## src/rtl/correlator_adder_cascade.sv

```systemverilog
`timescale 1ns/1ps
`default_nettype none
// ============================================================================
// Module      : correlator_adder_cascade
// Description : Six-stage registered systolic adder that totals the twelve
//               operands of one correlation word per clock (unsigned, modulo
//               2^DSPBITS). An optional peak-hold block tracks the largest
//               SUM in each WINDOW-sample window and reports its position.
//               The peak-hold block is built only when the macro
//               CORRELATOR_PEAK_HOLD_EN is defined; otherwise PEAK,
//               PEAK_INDEX and PEAK_VALID are constant 0.
// Revision    : 1.0 - initial release
// ============================================================================
module correlator_adder_cascade #(
    parameter int DSPBITS = 12,
    parameter int WINDOW  = 64,
    parameter int IDXBITS = 6
) (
    input  logic               clk,
    input  logic               rst_n,
    input  logic [DSPBITS-1:0] STAGE1A,
    input  logic [DSPBITS-1:0] STAGE1B,
    input  logic [DSPBITS-1:0] STAGE2A,
    input  logic [DSPBITS-1:0] STAGE2B,
    input  logic [DSPBITS-1:0] STAGE3A,
    input  logic [DSPBITS-1:0] STAGE3B,
    input  logic [DSPBITS-1:0] STAGE4A,
    input  logic [DSPBITS-1:0] STAGE4B,
    input  logic [DSPBITS-1:0] STAGE5A,
    input  logic [DSPBITS-1:0] STAGE5B,
    input  logic [DSPBITS-1:0] STAGE6A,
    input  logic [DSPBITS-1:0] STAGE6B,
    input  logic               IN_VALID,
    output logic [DSPBITS-1:0] SUM,
    output logic               SUM_VALID,
    output logic [DSPBITS-1:0] PEAK,
    output logic [IDXBITS-1:0] PEAK_INDEX,
    output logic               PEAK_VALID
);

    // Counter value of the last sample in a window.
    localparam logic [IDXBITS-1:0] c_last_idx = IDXBITS'(WINDOW - 1);

    // ------------------------------------------------------------------------
    // Operand skew registers. Stage k consumes its operands k-1 clocks after
    // the word entered stage 1. STAGE5/6 already arrive one clock late, so
    // they need one register fewer than their stage position implies.
    // ------------------------------------------------------------------------
    logic [DSPBITS-1:0] r_s2a;
    logic [DSPBITS-1:0] r_s2b;
    logic [DSPBITS-1:0] r_s3a_d [0:1];
    logic [DSPBITS-1:0] r_s3b_d [0:1];
    logic [DSPBITS-1:0] r_s4a_d [0:2];
    logic [DSPBITS-1:0] r_s4b_d [0:2];
    logic [DSPBITS-1:0] r_s5a_d [0:2];
    logic [DSPBITS-1:0] r_s5b_d [0:2];
    logic [DSPBITS-1:0] r_s6a_d [0:3];
    logic [DSPBITS-1:0] r_s6b_d [0:3];

    // Partial sums of the cascade; r_p6 is the full twelve-operand total.
    logic [DSPBITS-1:0] r_p1;
    logic [DSPBITS-1:0] r_p2;
    logic [DSPBITS-1:0] r_p3;
    logic [DSPBITS-1:0] r_p4;
    logic [DSPBITS-1:0] r_p5;
    logic [DSPBITS-1:0] r_p6;

    // IN_VALID travels alongside the word; bit 5 lines up with r_p6.
    logic [5:0]         r_vld_sr;

    // Shift operands through their skew chains so each stage sees one word.
    always_ff @(posedge clk or negedge rst_n) begin
        if (!rst_n) begin
            r_s2a <= '0;
            r_s2b <= '0;
            for (int i = 0; i < 2; i++) begin
                r_s3a_d[i] <= '0;
                r_s3b_d[i] <= '0;
            end
            for (int i = 0; i < 3; i++) begin
                r_s4a_d[i] <= '0;
                r_s4b_d[i] <= '0;
                r_s5a_d[i] <= '0;
                r_s5b_d[i] <= '0;
            end
            for (int i = 0; i < 4; i++) begin
                r_s6a_d[i] <= '0;
                r_s6b_d[i] <= '0;
            end
        end else begin
            r_s2a      <= STAGE2A;
            r_s2b      <= STAGE2B;
            r_s3a_d[0] <= STAGE3A;
            r_s3b_d[0] <= STAGE3B;
            r_s3a_d[1] <= r_s3a_d[0];
            r_s3b_d[1] <= r_s3b_d[0];
            r_s4a_d[0] <= STAGE4A;
            r_s4b_d[0] <= STAGE4B;
            r_s5a_d[0] <= STAGE5A;
            r_s5b_d[0] <= STAGE5B;
            for (int i = 1; i < 3; i++) begin
                r_s4a_d[i] <= r_s4a_d[i-1];
                r_s4b_d[i] <= r_s4b_d[i-1];
                r_s5a_d[i] <= r_s5a_d[i-1];
                r_s5b_d[i] <= r_s5b_d[i-1];
            end
            r_s6a_d[0] <= STAGE6A;
            r_s6b_d[0] <= STAGE6B;
            for (int i = 1; i < 4; i++) begin
                r_s6a_d[i] <= r_s6a_d[i-1];
                r_s6b_d[i] <= r_s6b_d[i-1];
            end
        end
    end

    // Systolic adder cascade; sums wrap modulo 2^DSPBITS by truncation.
    always_ff @(posedge clk or negedge rst_n) begin
        if (!rst_n) begin
            r_p1 <= '0;
            r_p2 <= '0;
            r_p3 <= '0;
            r_p4 <= '0;
            r_p5 <= '0;
            r_p6 <= '0;
        end else begin
            r_p1 <= STAGE1A + STAGE1B;
            r_p2 <= r_p1 + r_s2a + r_s2b;
            r_p3 <= r_p2 + r_s3a_d[1] + r_s3b_d[1];
            r_p4 <= r_p3 + r_s4a_d[2] + r_s4b_d[2];
            r_p5 <= r_p4 + r_s5a_d[2] + r_s5b_d[2];
            r_p6 <= r_p5 + r_s6a_d[3] + r_s6b_d[3];
        end
    end

    // Valid delay line matching the six-clock adder latency.
    always_ff @(posedge clk or negedge rst_n) begin
        if (!rst_n) begin
            r_vld_sr <= '0;
        end else begin
            r_vld_sr <= {r_vld_sr[4:0], IN_VALID};
        end
    end

    assign SUM       = r_p6;
    assign SUM_VALID = r_vld_sr[5];

`ifdef CORRELATOR_PEAK_HOLD_EN
    // ------------------------------------------------------------------------
    // Peak hold: per-window running maximum with first-occurrence tie-break.
    // ------------------------------------------------------------------------
    logic [IDXBITS-1:0] r_cnt;
    logic [DSPBITS-1:0] r_max;
    logic [IDXBITS-1:0] r_max_idx;
    logic [DSPBITS-1:0] r_peak;
    logic [IDXBITS-1:0] r_peak_idx;
    logic               r_peak_vld;

    logic               w_take;
    logic [DSPBITS-1:0] w_max_nxt;
    logic [IDXBITS-1:0] w_idx_nxt;

    // The first sample of a window always seeds the maximum; later samples
    // replace it only when strictly larger, so the earliest tie is kept.
    always_comb begin
        w_take    = (r_cnt == '0) || (r_p6 > r_max);
        w_max_nxt = r_max;
        w_idx_nxt = r_max_idx;
        if (w_take) begin
            w_max_nxt = r_p6;
            w_idx_nxt = r_cnt;
        end
    end

    // Advance the window on valid sums; publish the result on the last one.
    always_ff @(posedge clk or negedge rst_n) begin
        if (!rst_n) begin
            r_cnt      <= '0;
            r_max      <= '0;
            r_max_idx  <= '0;
            r_peak     <= '0;
            r_peak_idx <= '0;
            r_peak_vld <= 1'b0;
        end else begin
            r_peak_vld <= 1'b0;
            if (r_vld_sr[5]) begin
                r_max     <= w_max_nxt;
                r_max_idx <= w_idx_nxt;
                if (r_cnt == c_last_idx) begin
                    r_cnt      <= '0;
                    r_peak     <= w_max_nxt;
                    r_peak_idx <= w_idx_nxt;
                    r_peak_vld <= 1'b1;
                end else begin
                    r_cnt <= r_cnt + 1'b1;
                end
            end
        end
    end

    assign PEAK       = r_peak;
    assign PEAK_INDEX = r_peak_idx;
    assign PEAK_VALID = r_peak_vld;
`else
    // Peak hold not built: outputs are tied off.
    logic w_unused_window;
    assign w_unused_window = ^c_last_idx;

    assign PEAK       = '0;
    assign PEAK_INDEX = '0;
    assign PEAK_VALID = 1'b0;
`endif

endmodule
`default_nettype wire

```

## config.mk

```make
export PLATFORM = sky130hd
export DESIGN_NAME = correlator_adder_cascade
export DESIGN_NICKNAME = d
export VERILOG_FILES = /design/src/rtl/correlator_adder_cascade.sv
export SDC_FILE = /design/constraint.sdc
export NUM_CORES = 1
export LEC_CHECK = 0
export ABC_AREA = 0
export BUFFER_PORTS_ARGS = -buffer_cell sky130_fd_sc_hd__buf_2
export CAP_MARGIN = 20
export CORE_MARGIN = 2
export CORE_UTILIZATION = 55
export CTS_CLUSTER_SIZE = 40
export DETAILED_ROUTE_END_ITERATION = 10
export GPL_TIMING_DRIVEN = 0
export PLACE_DENSITY = 0.76
export SETUP_SLACK_MARGIN = 0.02
export SYNTH_ARGS = -nofsm -noshare
export SYNTH_HDL_FRONTEND = slang
export SYNTH_SLANG_ARGS = --single-unit
```

## constraint.sdc

```tcl
create_clock -name clk -period 3.5 [get_ports clk]
set_input_delay 0.7 -clock clk [delete_from_list [all_inputs] [get_ports clk]]
set_output_delay 0.7 -clock clk [all_outputs]
set_load 0.01 [all_outputs]
```

# After elaboration in Yosys (flattened, before gate mapping)
# Index checks and enable logic that the tools add are counted.
# Widths: inputs -> output; s select.
# totals
reg_bits	390
inputBits	147
output_inout_bits	32
word_cells	44
# classes
n_addsub	11
# ops
cell	n
$add 12x12->12	11

# Depth between registers and ports, before layout
# depth
depth_word	2
ltp_mapped	11
mapped_depth_nobuf	11

# Worst setup path after synthesis
# Ideal clock, no wire load.
# synth_path
path_type	flip-flop to flip-flop
from	reg r_s2a[1]
to	reg r_p2[9]
setup_time_ns	0.079
arrival_ns	2.237
required_ns	3.421
path_slack_ns	1.183
path_stages_with_launch	10
n_path_buf	0
synth_period_minus_slack_ns	2.317
cell_sequence	dfrtp_1 > fa_1 > ha_1 > inv_1 > fa_1 > nand2b_1 > a21oi_1 > nor3_1 > a21oi_1 > xor2_1
# synth_via
elab_chain_len	2
# synth_rtl
item	line_no	rtl
start: declaration	49	logic [DSPBITS-1:0] r_s2a;
start signal: assignment	74	r_s2a <= '0;
start signal: assignment	91	r_s2a <= STAGE2A;
$add 12x12->12 (2 in series)	127	r_p2 <= r_p1 + r_s2a + r_s2b;
end signal: assignment	127	
end: declaration	62	logic [DSPBITS-1:0] r_p2;
# No other way between the ends.

# Final worst setup path
# layout_path
from	reg r_s3a_d[1] (netlist name)
to	reg r_p3[9]
# layout_via
elab_chain_len	2
# layout_rtl
item	line_no	rtl
start: declaration	51	logic [DSPBITS-1:0] r_s3a_d [0:1];
$add 12x12->12 (2 in series)	128	r_p3 <= r_p2 + r_s3a_d[1] + r_s3b_d[1];
end signal: assignment	128	
end: declaration	63	logic [DSPBITS-1:0] r_p3;
# No other way between the ends.

==> results.sh <==
export IMPL_status="finished clean"
export IMPL_grt_max_degree=134
export IMPL_post_cts_buffers=0
export IMPL_layout_drive_gt1_share_pct=23.2
export IMPL_yosysWarningCount=0
export IMPL_row_count=58
export IMPL_yosysSeqAreaShare_pct=70.5
export IMPL_path_clk_slew_ps=60
export IMPL_cts_resized=0
export IMPL_grt_ovfl_total=0
export IMPL_cts_root_buffer_cell="clkbuf_16"
export IMPL_routedWlPerCell_um=14.6
export IMPL_clk_latency_ps=520
export IMPL_drc=0
export IMPL_numCtsBuffers=39
export IMPL_cpPeakStageDelay_ps=530
export IMPL_crit_arrival_ps=3040
export IMPL_n_fill_cell=1736
export IMPL_fmax_ghz=0.383
export IMPL_critical_path_startpoint_type="flop"
export IMPL_clockPowerShare_pct=30.2
export IMPL_cts_max_level=2
export IMPL_min_path_type="in2async"
export IMPL_synth_avg_cell_area_um2=16.1
export IMPL_p_switching_mw=4.18
export IMPL_cts_path_max_buffers=3
export IMPL_swShare_pct=30.3
export IMPL_p_seq_share_pct=39.1
export IMPL_worstReg2RegStart="r_s3a_d[1]"
export IMPL_dieArea_mm2=0.0265
export IMPL_layout_common_cells="dfrtp_1 (390), buf_2 (158), fa_1 (61), ha_1 (61), inv_1 (56)"
export IMPL_r2r_end="r_p3[9]"
export IMPL_drt_initial_drc_count=288
export IMPL_whs_ps=58.9
export IMPL_portBuffers=159
export IMPL_async_flop_share_pct=100
export IMPL_ant_nets=0
export IMPL_worst_path_buf_inv=1
export IMPL_post_place_ws_ps=895
export IMPL_reg2reg_slack_ps=890
export IMPL_synthesis_area_mm2=0.0138
export IMPL_synthTopCellsByArea="dfrtp_1 (70%), fa_1 (8.8%), ha_1 (5.5%), xnor2_1 (3.3%), inv_1 (1.5%)"
export IMPL_cp_slowest_cell="fa_1"
export IMPL_yosysTopAreaCellShare_pct=70.5
export IMPL_ys_ff_latch=390
export IMPL_synth_enable_flop_cells=0
export IMPL_irDropWorstVdd_mv=0.507
export IMPL_comb_power_share_pct=30.7
export IMPL_die_h_um=163
export IMPL_grt_pass1_wl_um=35400
export IMPL_rsz0062_at_grt="false"
export IMPL_path_delay_family="adder cells"
export IMPL_place_area_mm2=0.0152
export IMPL_io_pin_count=179
export IMPL_p_int_mw=9.61
export IMPL_die_w_um=163
export IMPL_globalplace_congestion=0.806
export IMPL_worstMarginPinSlew_ps=621
export IMPL_hold_buffers=0
export IMPL_netlist_instances=858
export IMPL_synth_distinct_cells=38
export IMPL_grt_pass1_vias=7436
export IMPL_grt_usage_pct=17.2
export IMPL_postLayoutCellArea_mm2=0.0166
export IMPL_end_kind="flop"
export IMPL_cts_sinks=390
export IMPL_num_vias=6907
export IMPL_cts_tree="done"
export IMPL_critPathMaxFanout=2
export IMPL_timing_final_crit_share_pct=74.7
export IMPL_viasPerCell=4.79
export IMPL_cp_data_required_time_ps=3930
export IMPL_core_area_mm2=0.0250
export IMPL_setup_ws_ps=887
export IMPL_powerDensity_mw_per_mm2=833
export IMPL_initial_core_util_pct=55.5
export IMPL_layout_commonest_cell="dfrtp_1"
export IMPL_antenna_found_initial=5
export IMPL_ys_flop_type="dfrtp_1"
export IMPL_worstSetupPathType="reg2reg"
export IMPL_post_route_min_period_ps=2610
export IMPL_finalHoldViolations=0
export IMPL_maxCapViolCount=0
export IMPL_path_cells="fa_1 -> ha_1 -> inv_1 -> fa_1 -> nand2b_1 -> a21oi_1 -> nor3_1 -> a21oi_1 -> xor2_1"
export IMPL_area_growth_pct=19.5
export IMPL_fin_nets=1348
export IMPL_power_leakage_nw=7.87
export IMPL_dp_hpwl_um=14700
export IMPL_reg2reg_depth=9
export IMPL_finalSetupViolations=0
export IMPL_first_pass_iters=4
export IMPL_slew_viol_final=0
export IMPL_slew_headroom_pct=58.6
export IMPL_wl_um=21100
export IMPL_utilization_pct=66.3
export IMPL_netlist_top_cell_by_area="dfrtp_1"
export IMPL_skew_ps=24.7
## routing by layer
metal  global-route usage, %  routed length (µm)  share of wire (%)
met1                    20.9                8200                 39
met2                    29.9               11000                 52
met3                    4.46                1250                5.9
met4                    6.11                 552                2.6
met5                       0                  44               0.21
## per-stage QoR
step / total power [mW] / TNS [ps] / cells
6_report: 13.8 / 0 / 1442
5_1_grt: 14.7 / 0 / 1440
4_1_cts: 13.9 / 0 / 1439
3_5_place_dp: 9.68 / 0 / 1368
3_3_place_gp: 9.48 / -2014280 / 1365
2_1_floorplan: 8.59 / 0 / 876
## worst reg2reg max path, cell delays in order, from the launching register on
cell,delay (ps)
dfrtp_1,380
fa_1,530
ha_1,180
inv_1,60
fa_1,400
nand2b_1,190
a21oi_1,250
nor3_1,130
a21oi_1,210
xor2_1,200
## worst max path at each step
stage               startpoint           to  slack (ps)  depth (start not counted)
detailed placement  r_s3a_d[1]      r_p3[9]         900                          9
CTS                   r_s2a[1]      r_p2[9]         870                          9
floorplan             r_s2a[1]      r_p2[9]        1180                          9
global placement         rst_n  r_s4b_d[35]       -5200                          1
global route          r_s2a[1]      r_p2[9]         700                          9
finish              r_s3a_d[1]      r_p3[9]         890                          9
## cells by family after synthesis
kind of cell / Yosys count / share of synthesized area (%)
compound gates: 95 / 4.47
xor+xnor: 71 / 4.49
buf+inv: 75 / 2.55
other cells: 1 / 0.0271
fa+ha+maj: 122 / 14.3
flops: 390 / 70.5
simple gates: 104 / 3.63
## synthesized netlist by cell type, drive strengths merged (2+ instances only)
| cell type | instances |
|---|---|
| o21ai | 18 |
| ha | 61 |
| o31ai | 3 |
| buf | 19 |
| a211oi | 2 |
| xor2 | 19 |
| nor2 | 16 |
| o21a | 5 |
| or2 | 4 |
| a21oi | 39 |
| xnor2 | 52 |
| or3 | 4 |
| o41ai | 2 |
| and3 | 9 |
| nand2b | 8 |
| a31oi | 6 |
| nand2 | 29 |
| nor3 | 8 |
| nand3 | 20 |
| inv | 56 |
| o2111ai | 5 |
| fa | 61 |
| and2 | 2 |
| dfrtp | 390 |
| nor2b | 3 |
| a21o | 7 |
## registers in the layout (all words and copies together) (netlist names)
signal and flops:
r_s6a_d 48, r_s6b_d 48, r_s4a_d 36, r_s4b_d 36, r_s5a_d 36, r_s5b_d 36
r_s3a_d 24, r_s3b_d 24, SUM 12, r_p1 12, r_p2 12, r_p3 12
r_p4 12, r_p5 12, r_s2a 12, r_s2b 12, r_vld_sr 6
## cell type report
cell class	count	area [µm²]	share of cell area (%)
Sequential cell	390	9760	59.0
Timing Repair Buffer	162	888	5.37
Buffer	19	143	0.862
Inverter	56	210	1.27
Multi-Input combinational cell	411	3800	23.0
Tap cell	330	413	2.49
Antenna cell	3	7.51	0.0454
Clock buffer	56	1150	6.95
Clock inverter	15	180	1.09
## power groups by stage
stage | sequential, mW | clock (mW) | combinational (mW)
after floorplan | 5.45 | 0 | 3.13
after global routing | 5.46 | 4.49 | 4.79
after global placement | 5.45 | 0 | 4.02
after detailed placement | 5.47 | 0 | 4.21
after CTS | 5.40 | 4.27 | 4.27
final | 5.39 | 4.17 | 4.23
(Power assumes the default switching activity.)
